### src/rtl/llr_frame_loader_if.sv
// ============================================================================
// Module   : llr_frame_loader_if
// Purpose  : Channel-LLR input stream and parallel frame output bundle.
// Revision : 1.0 - initial release
// ============================================================================
`default_nettype none

interface llr_frame_loader_if #(
    parameter int N                = 8,
    parameter int CH_W             = 8,
    parameter int LLR_INTERNAL_LEN = 6
);
    logic                            in_valid;
    logic                            in_ready;
    logic [CH_W-1:0]                 in_llr;
    logic                            in_last;
    logic                            out_valid;
    logic                            out_ready;
    logic [N*LLR_INTERNAL_LEN-1:0]   out_llr;
    logic                            frame_err;

    modport slave (
        input  in_valid, in_llr, in_last, out_ready,
        output in_ready, out_valid, out_llr, frame_err
    );

    modport master (
        output in_valid, in_llr, in_last, out_ready,
        input  in_ready, out_valid, out_llr, frame_err
    );
endinterface

`default_nettype wire

### src/rtl/llr_frame_loader.sv
// ============================================================================
// Module   : llr_frame_loader
// Purpose  : Quantises channel LLRs and assembles ping-pong buffered frames.
// Revision : 1.0 - initial release
// ============================================================================
`default_nettype none

module llr_frame_loader #(
    parameter int N                = 8,
    parameter int CH_W             = 8,
    parameter int SHIFT            = 1,
    parameter int LLR_INTERNAL_LEN = 6
) (
    input  logic                clk,
    input  logic                rst,
    llr_frame_loader_if.slave   bus
);
    localparam int c_cnt_w   = $clog2(N);
    localparam int c_frame_w = N * LLR_INTERNAL_LEN;
    localparam int c_sat     = 2**(LLR_INTERNAL_LEN-1) - 1;
    localparam logic [c_cnt_w-1:0]   c_cnt_last = c_cnt_w'(N-1);
    localparam logic signed [CH_W-1:0] c_sat_hi = CH_W'(c_sat);
    localparam logic signed [CH_W-1:0] c_sat_lo = CH_W'(-c_sat);

    logic signed [CH_W-1:0]          w_shifted;
    logic [LLR_INTERNAL_LEN-1:0]     w_quant;
    logic                            w_in_ready;
    logic                            w_out_valid;
    logic                            w_in_fire;
    logic                            w_last_slot;
    logic                            w_wr_done;
    logic                            w_rd_done;
    logic [1:0]                      w_full_nxt;
    logic [c_frame_w-1:0]            w_rd_frame;

    logic [LLR_INTERNAL_LEN-1:0]     r_bank [2][N];
    logic [1:0]                      r_full;
    logic                            r_wr_ptr;
    logic                            r_rd_ptr;
    logic [c_cnt_w-1:0]              r_cnt;
    logic                            r_err;
    logic [c_frame_w-1:0]            r_hold;

    // Symmetric clamp keeps the most negative code out of the PE array.
    always_comb begin
        w_shifted = $signed(bus.in_llr) >>> SHIFT;
        w_quant   = w_shifted[LLR_INTERNAL_LEN-1:0];
        if (w_shifted > c_sat_hi) begin
            w_quant = c_sat_hi[LLR_INTERNAL_LEN-1:0];
        end else if (w_shifted < c_sat_lo) begin
            w_quant = c_sat_lo[LLR_INTERNAL_LEN-1:0];
        end
    end

    assign w_in_ready  = !r_full[r_wr_ptr];
    assign w_out_valid = r_full[r_rd_ptr];
    assign w_in_fire   = bus.in_valid && w_in_ready;
    assign w_last_slot = (r_cnt == c_cnt_last);
    assign w_wr_done   = w_in_fire && w_last_slot;
    assign w_rd_done   = w_out_valid && bus.out_ready;

    always_comb begin
        w_full_nxt = r_full;
        if (w_wr_done) begin
            w_full_nxt[r_wr_ptr] = 1'b1;
        end
        if (w_rd_done) begin
            w_full_nxt[r_rd_ptr] = 1'b0;
        end
    end

    generate
        for (genvar i = 0; i < N; i++) begin : g_pack
            assign w_rd_frame[i*LLR_INTERNAL_LEN +: LLR_INTERNAL_LEN] = r_bank[r_rd_ptr][i];
        end
    endgenerate

    // Bank contents need no reset: they are only visible behind a full flag.
    always_ff @(posedge clk) begin
        if (!rst && w_in_fire) begin
            r_bank[r_wr_ptr][r_cnt] <= w_quant;
        end
    end

    always_ff @(posedge clk) begin
        if (rst) begin
            r_full   <= 2'b00;
            r_wr_ptr <= 1'b0;
            r_rd_ptr <= 1'b0;
            r_cnt    <= '0;
            r_err    <= 1'b0;
            r_hold   <= '0;
        end else begin
            r_full <= w_full_nxt;
            if (w_in_fire) begin
                r_cnt <= w_last_slot ? '0 : r_cnt + 1'b1;
                if (bus.in_last != w_last_slot) begin
                    r_err <= 1'b1;
                end
            end
            if (w_wr_done) begin
                r_wr_ptr <= !r_wr_ptr;
            end
            if (w_rd_done) begin
                r_rd_ptr <= !r_rd_ptr;
            end
            if (w_out_valid) begin
                r_hold <= w_rd_frame;
            end
        end
    end

    assign bus.in_ready  = w_in_ready;
    assign bus.out_valid = w_out_valid;
    assign bus.out_llr   = w_out_valid ? w_rd_frame : r_hold;
    assign bus.frame_err = r_err;

endmodule

`default_nettype wire

### src/flat_wrapper.sv
// flat-port wrapper written by rule: the top's interface ports become plain ports
module llr_frame_loader_flat 
#(
    parameter int N                = 8,
    parameter int CH_W             = 8,
    parameter int SHIFT            = 1,
    parameter int LLR_INTERNAL_LEN = 6
)
  (clk, rst, bus_in_valid, bus_in_llr, bus_in_last, bus_out_ready, bus_in_ready, bus_out_valid, bus_out_llr, bus_frame_err);
  llr_frame_loader_if #(.N(N), .CH_W(CH_W), .LLR_INTERNAL_LEN(LLR_INTERNAL_LEN)) bus_i ();
  input  logic clk;
  input  logic rst;
  input wire logic [$bits(bus_i.in_valid)-1:0] bus_in_valid;
  input wire logic [$bits(bus_i.in_llr)-1:0] bus_in_llr;
  input wire logic [$bits(bus_i.in_last)-1:0] bus_in_last;
  input wire logic [$bits(bus_i.out_ready)-1:0] bus_out_ready;
  output wire logic [$bits(bus_i.in_ready)-1:0] bus_in_ready;
  output wire logic [$bits(bus_i.out_valid)-1:0] bus_out_valid;
  output wire logic [$bits(bus_i.out_llr)-1:0] bus_out_llr;
  output wire logic [$bits(bus_i.frame_err)-1:0] bus_frame_err;
  assign bus_i.in_valid = bus_in_valid;
  assign bus_i.in_llr = bus_in_llr;
  assign bus_i.in_last = bus_in_last;
  assign bus_i.out_ready = bus_out_ready;
  assign bus_in_ready = bus_i.in_ready;
  assign bus_out_valid = bus_i.out_valid;
  assign bus_out_llr = bus_i.out_llr;
  assign bus_frame_err = bus_i.frame_err;
  llr_frame_loader #(.N(N), .CH_W(CH_W), .SHIFT(SHIFT), .LLR_INTERNAL_LEN(LLR_INTERNAL_LEN)) u_core (.clk(clk), .rst(rst), .bus(bus_i));
endmodule
### config.mk
export PLATFORM = sky130hd
export DESIGN_NAME = llr_frame_loader_flat
export DESIGN_NICKNAME = d
export VERILOG_FILES = /design/src/rtl/llr_frame_loader_if.sv /design/src/rtl/llr_frame_loader.sv /design/src/flat_wrapper.sv
export SDC_FILE = /design/constraint.sdc
export NUM_CORES = 1
export LEC_CHECK = 0
export CORE_MARGIN = 2
export CORE_UTILIZATION = 45
export DETAILED_ROUTE_END_ITERATION = 10
export PLACE_DENSITY = 0.66
export SLEW_MARGIN = 20
export SYNTH_ARGS = -nofsm -noshare
export SYNTH_HDL_FRONTEND = slang
export SYNTH_SLANG_ARGS = --single-unit
### constraint.sdc
create_clock -name clk -period 4.3 [get_ports clk]
set_input_delay 0.86 -clock clk [delete_from_list [all_inputs] [get_ports clk]]
set_output_delay 0.86 -clock clk [all_outputs]
set_load 0.02 [all_outputs]
* Yosys cells after proc, flatten, opt, wreduce, memory -nomap -nowiden
Memories as Yosys holds them, arrays and structs flattened. A register that Yosys moved wholly into a read port is not among the register bits.
Index checks and enable logic that the tools add are counted.
** Storage, ports and cells
- Register bits :: 56
- Bits in latches :: 0
- Bits in writable memories :: 96
- ROM bits :: 0
- Output and inout bits :: 51
- Logic and storage cells :: 54
- Memories kept :: 1
** Memories
- u_core.r_bank :: depth 2, width 48, read ports 1, clocked after memory_dff 1, write ports 1, RTL line llr_frame_loader.sv:36 : logic [LLR_INTERNAL_LEN-1:0] r_bank [2][N];
** Operators by class
- Add/subtract/negate cells :: 1
- Multiply operators :: 0
- Divide/modulo/power cells :: 0
- $lt $le $gt $ge :: 8
- Equal/unequal tests :: 2
- Shift-type cells :: 0
- Mux-type cells :: 20
- Bitwise operators :: 4
- Reductions and logical operators :: 12
** Operator list (number)
- 48-bit two-way mux :: 2
- 6-bit demux with 3-bit select :: 1
- 6-bit two-way mux :: 3
- 1-bit two-way mux :: 9
- 7-bit by 6-bit > comparator with 1-bit output, second input constant :: 1
- 1-bit logical AND :: 7
- 7-bit by 6-bit < comparator with 1-bit output, second input constant :: 1
- 4-bit >= comparator, second input constant :: 1
- 1-bit zero test :: 4
- 1-bit by 2-bit < comparator with 1-bit output, second input constant :: 2
- 4-bit by 1-bit < comparator with 1-bit output, second input constant :: 1
- 2-bit two-way mux :: 2
- 3-bit inverter with 4-bit output :: 1
- 3-bit by 1-bit adder with 3-bit output, second input constant :: 1
- 3-bit equality test, second input constant :: 1
- 3-bit two-way mux :: 1
- 2-bit bitwise AND :: 1
- 1-bit demux with 1-bit select :: 2
- 1-bit >= comparator, second input constant :: 2
- 2-bit inverter :: 1
- 2-bit OR :: 1
- 2-bit AND reduction :: 1
- 1-bit inequality test :: 1

* Depth between registers and ports, before layout
- Depth after elaboration :: 8
- Gate-level depth with buffers :: 6
- Gate-level depth less buffers :: 5

* Worst setup path after synthesis
OpenSTA, ideal clock, no wires.
- Kind :: input -> register
- Start :: in bus_in_valid
- End :: mem u_core.r_bank[0][42] in the netlist's numbering (enable)
- Library setup time :: 386 ps
- Data arrival time :: 1866 ps
- Required time :: 3914 ps
- Slack :: 2049 ps
- Cell stages on the path :: 3
- Path buffers :: 1
- Path through :: buf_2 -> nand4b_4 -> nor4_1
** On the way
- Cells in the longest elaborated chain, start to end :: 4
** Ends and longest elaborated chain
- from (decl) :: RTL line flat_wrapper.sv:13 : input wire logic [$bits(bus_i.in_valid)-1:0] bus_in_valid;
- 1-bit logical AND :: RTL line llr_frame_loader.sv:57 : assign w_in_fire = bus.in_valid && w_in_ready;
- 1-bit logical AND :: RTL line llr_frame_loader.sv:80 : if (!rst && w_in_fire) begin
- 1-bit two-way mux :: RTL line llr_frame_loader.sv:80
- 48-bit two-way mux (not written as such) :: RTL line llr_frame_loader.sv:81 : r_bank[r_wr_ptr][r_cnt] <= w_quant;
- to (decl) :: RTL line llr_frame_loader.sv:36
No other way between the ends.

* Worst setup path after layout
- Start :: reg u_core.r_full[1]
- End :: out bus_out_llr[29]
** On the way
- Cells in the longest elaborated chain, start to end :: 3
** Ends and longest elaborated chain
- from (decl) :: RTL line llr_frame_loader.sv:37 : logic [1:0] r_full;
- from (signal assigned) :: RTL line llr_frame_loader.sv:94 : r_full <= w_full_nxt;
- 1-bit two-way mux (not written as such) (2 in series) :: RTL line llr_frame_loader.sv:56 : assign w_out_valid = r_full[r_rd_ptr];
- 48-bit two-way mux :: RTL line llr_frame_loader.sv:115 : assign bus.out_llr = w_out_valid ? w_rd_frame : r_hold;
- to (decl) :: RTL line flat_wrapper.sv:19 : output wire logic [$bits(bus_i.out_llr)-1:0] bus_out_llr;
No other way between the ends. The select of a mux whose other input is x is not followed.

==> impl_metrics.yaml <==
global_route:
  antenna_found_initial: 0
  grt_overflow: 0
  grt_max_degree: 59
  grt_pass1_wl_um: 17510
  grt_pass1_vias: 3686
  track_usage_pct: 16.16
drt:
  avgViaCountPerCell: 5.007
  firstDrtPassIters: 4
  drc: 0
  detail-route-antenna-nets: 0
  drtIter0Drc: 169
  vias: 3715
  wl_per_cell_um: 14.26
  totalWireLength_um: 10580
job:
  maxCapViolations: 0
clock_tree:
  clockRootBuffer: "clkbuf_16"
  clk_latency_ps: 410
  clk_pin_slew_ps: 60
  cts_resized: 0
  ctsHtreeMaxLevel: 4
  numCtsBuffers: 17
  clkSinkCount: 153
  tritoncts: "built"
  post_cts_buffers: 0
  clockBufferDepth: 2
  postCtsHoldBufs: 0
setup_path:
  worstPathCellList: "mux2i_4 > buf_4 > inv_2 > nand2_1 > nand2_1 > clkdlybuf4s50_1"
  critPathMostFrequentCell: "nand2_1"
  worst_ep_required_time_ps: 3440
  path_delay_family: "buffers and inverters"
  rrSetupSlack_ps: 1720
  critPathLaunchType: "register"
  worstPathMaxFanout: 49
  critical-path-max-stage-delay_ps: 600
  crit_type: "reg2out"
  r2r-start: "u_core.r_wr_ptr"
  crit_path_end_kind: "primary output"
  worst_ep_arrival_time_ps: 2720
  cpMaxStageDelayCell: "clkdlybuf4s50_1"
  critPathBufInv: 3
  ff2ff_path_depth: 3
  crit_path_start: "u_core.r_full[1]"
  worstReg2RegEnd: "u_core.r_bank[0][10]"
logic_synthesis:
  syn-num-nets: 510
  syn_avg_cell_area_um2: 12.01
  syn_area_mm2: 0.005944
  yosysTopAreaCellShare_pct: 48.50
  yosysWarnings: 0
  ys_seq_area_share_pct: 67.69
  synth_cell_types: 31
  synth.largest_area_cell: "edfxtp_1"
  synth_area_leaders: "edfxtp_1 (48%), dfxtp_1 (19%), nand2_1 (9.9%)"
  synthCells: 495
  ys_seq_elements: 153
cells_and_area:
  fillers: 1060
  instances_no_fill: 742
  nets: 573
  area_growth_pct: 21.83
  drive_above_1_share_pct: 15.79
  antenna_cells: 0
min_path:
  worstHoldPathCells: 2
  hold_start: "u_core.r_hold[31]"
  hold_path.class: "reg2reg"
  whs_endpoint: "u_core.r_hold[31]"
power_and_ir_drop:
  switchingPower_uw: 571.4
  p_total_mw: 2.981
  p_comb_share_pct: 2.6
  clkPwrFrac_pct: 44.4
  p_leak_nw: 2.656
  power_frac_seq_pct: 53.0
  vdd_drop_max_uv: 297.7
  intPower_mw: 2.410
  swShare_pct: 19.17
  p_per_area_mw_per_mm2: 411.7
floorplan:
  die_y_um: 118.9
  start_util_pct: 46.54
  die_area_mm2: 0.01415
  core-area_mm2: 0.01277
  die_x_um: 118.9
  rows: 41
  io-pin-count: 64
sta:
  relSlewSlack_pct: 35.94
  rsz0062_at_grt: "false"
  finalSetupTns_ps: 0
  setup-violations-final: 0
  finalCriticalPeriod_ps: 3575
  clock-skew-final_ps: 8.384
  period_share_pct: 83.15
  slew_violations: 0
  worst_pin_slew_ps: 953.6
  fmax_mhz: 279.7
  finalHoldViolations: 0
placed_design:
  portBuffers: 62
  place.gp.congestion: 0.6986
  dp.cells: 711
  dpl.hpwl_um: 6550
status:
  outcome: "finished clean"
sequential cells by signal (all words and copies together), names as in the netlist, named ones only:
register and flops:
u_core.r_wr_ptr 1, u_core.bus.frame_err 1, u_core.r_cnt 3, u_core.r_bank 96, u_core.r_rd_ptr 1, u_core.r_hold 48, u_core.r_full 2
synthesized netlist by cell type:
library cell,instances
mux2i_2,1
xor2_1,1
inv_1,2
nand2_1,156
ha_1,2
a21oi_1,52
nor3_1,10
clkbuf_1,11
nand4b_4,1
o41ai_1,1
nand3b_1,1
nor2_1,16
mux2i_1,2
buf_2,8
dfxtp_1,57
nand3_1,1
o21ai_0,6
and3_1,2
nor4_1,2
nand4_4,1
mux2i_4,1
buf_4,7
a31o_2,1
buf_6,1
edfxtp_1,96
mux2_2,48
nand2b_1,3
a31oi_1,2
or3_1,1
a41o_1,1
inv_2,1
cell type report:
cell class              instances  area, um2  area share [%]
clock buffers                  28      516.7           7.135
clock inverters                 3      15.01          0.2073
inverters                       3      11.26          0.1555
multi-input cells             312       1773           24.48
flip-flops and latches        153       4025           55.58
well taps                     172      215.2           2.972
repair buffers                 71      685.7           9.468
cells in the final DEF (no fill, tap or decap):
master           Yosys  final
a41o_1               1      1
clkbuf_16            0     17
clkbuf_8             0      5
nand3_1              1      1
a21oi_1             52     52
nand3b_1             1      1
clkinv_2             0      3
nor4_1               2      2
a31o_2               1      1
nand4_4              1      1
and3_1               2      2
inv_1                2      2
clkbuf_1            11      6
nand2_1            156    156
mux2i_1              2      2
a31oi_1              2      2
xor2_1               1      1
dfxtp_1             57     56
dfxtp_2              0      1
or3_1                1      1
o41ai_1              1      1
inv_2                1      1
nand4b_4             1      1
buf_4                7     10
clkdlybuf4s50_1      0     61
o21ai_0              6      6
ha_1                 2      2
edfxtp_1            96     96
nor2_1              16     16
mux2_2              48     48
nand2b_1             3      3
nor3_1              10     10
mux2i_4              1      2
logic make-up (layout without fill, tap and decap cells):
group / Yosys count / count (layout) / share of synthesized area, %
buffers and inverters: 30 / 105 / 2.631
xor gates and xnor gates: 1 / 1 / 0.1474
DFF: 153 / 153 / 67.69
muxes: 52 / 52 / 10.04
adders and majority gates: 2 / 2 / 0.4209
and+or+nand+nor: 194 / 194 / 13.51
AOI/OAI and AO/OA: 63 / 63 / 5.557
power by group through the flow:
| stage | Clock [mW] | Combinational, mW | Sequential (mW) |
|---|---|---|---|
| final | 1.32 | 0.0776 | 1.58 |
| after global routing | 1.41 | 0.0858 | 1.58 |
| after global placement | 0 | 0.0758 | 1.61 |
| after floorplan | 0 | 0.0424 | 1.61 |
| after detailed placement | 0 | 0.0789 | 1.61 |
| after CTS | 1.35 | 0.0792 | 1.58 |
layer usage:
layer	share of wire [%]	track usage [%]	vias to the layer above	wire length, um
li1	-	-	1855	-
met1	43	19.50	1767	4590
met2	50	26.80	89	5259
met3	6.1	4.885	4	648
met4	0.77	7.068	0	82
met5	0	0	-	0
worst reg2reg max path: stages (launching register included):
cell      delay [ps]
dfxtp_1          640
mux2i_4          530
nand4b_4         210
nor3_1           820
through the flow:
stage | setup slack (ps) | cell area [um2] | util (%) | hold WS [ps]
floorplan | 2049 | 5944 | - | 439.6
global placement | 1167 | 6708 | 52.51 | 446.2
detailed placement | 1131 | 6708 | 52.51 | 452.5
CTS | 673.7 | 7239 | 56.68 | 459.9
global route | 498.6 | 7242 | 56.70 | 475.1
finish | 724.6 | 7242 | 56.70 | 457.1
how the worst max path moves through the flow:
| stage | cells after the start | slack, ps | end |
|---|---|---|---|
| floorplan | 3 | 2050 | u_core.r_bank[0][42] |
| global placement | 6 | 1170 | bus_out_llr[47] |
| detailed placement | 6 | 1130 | bus_out_llr[29] |
| CTS | 6 | 670 | bus_out_llr[10] |
| global route | 6 | 500 | bus_out_llr[11] |
| finish | 6 | 720 | bus_out_llr[29] |
Note: power is estimated with default switching activity, not from simulation.
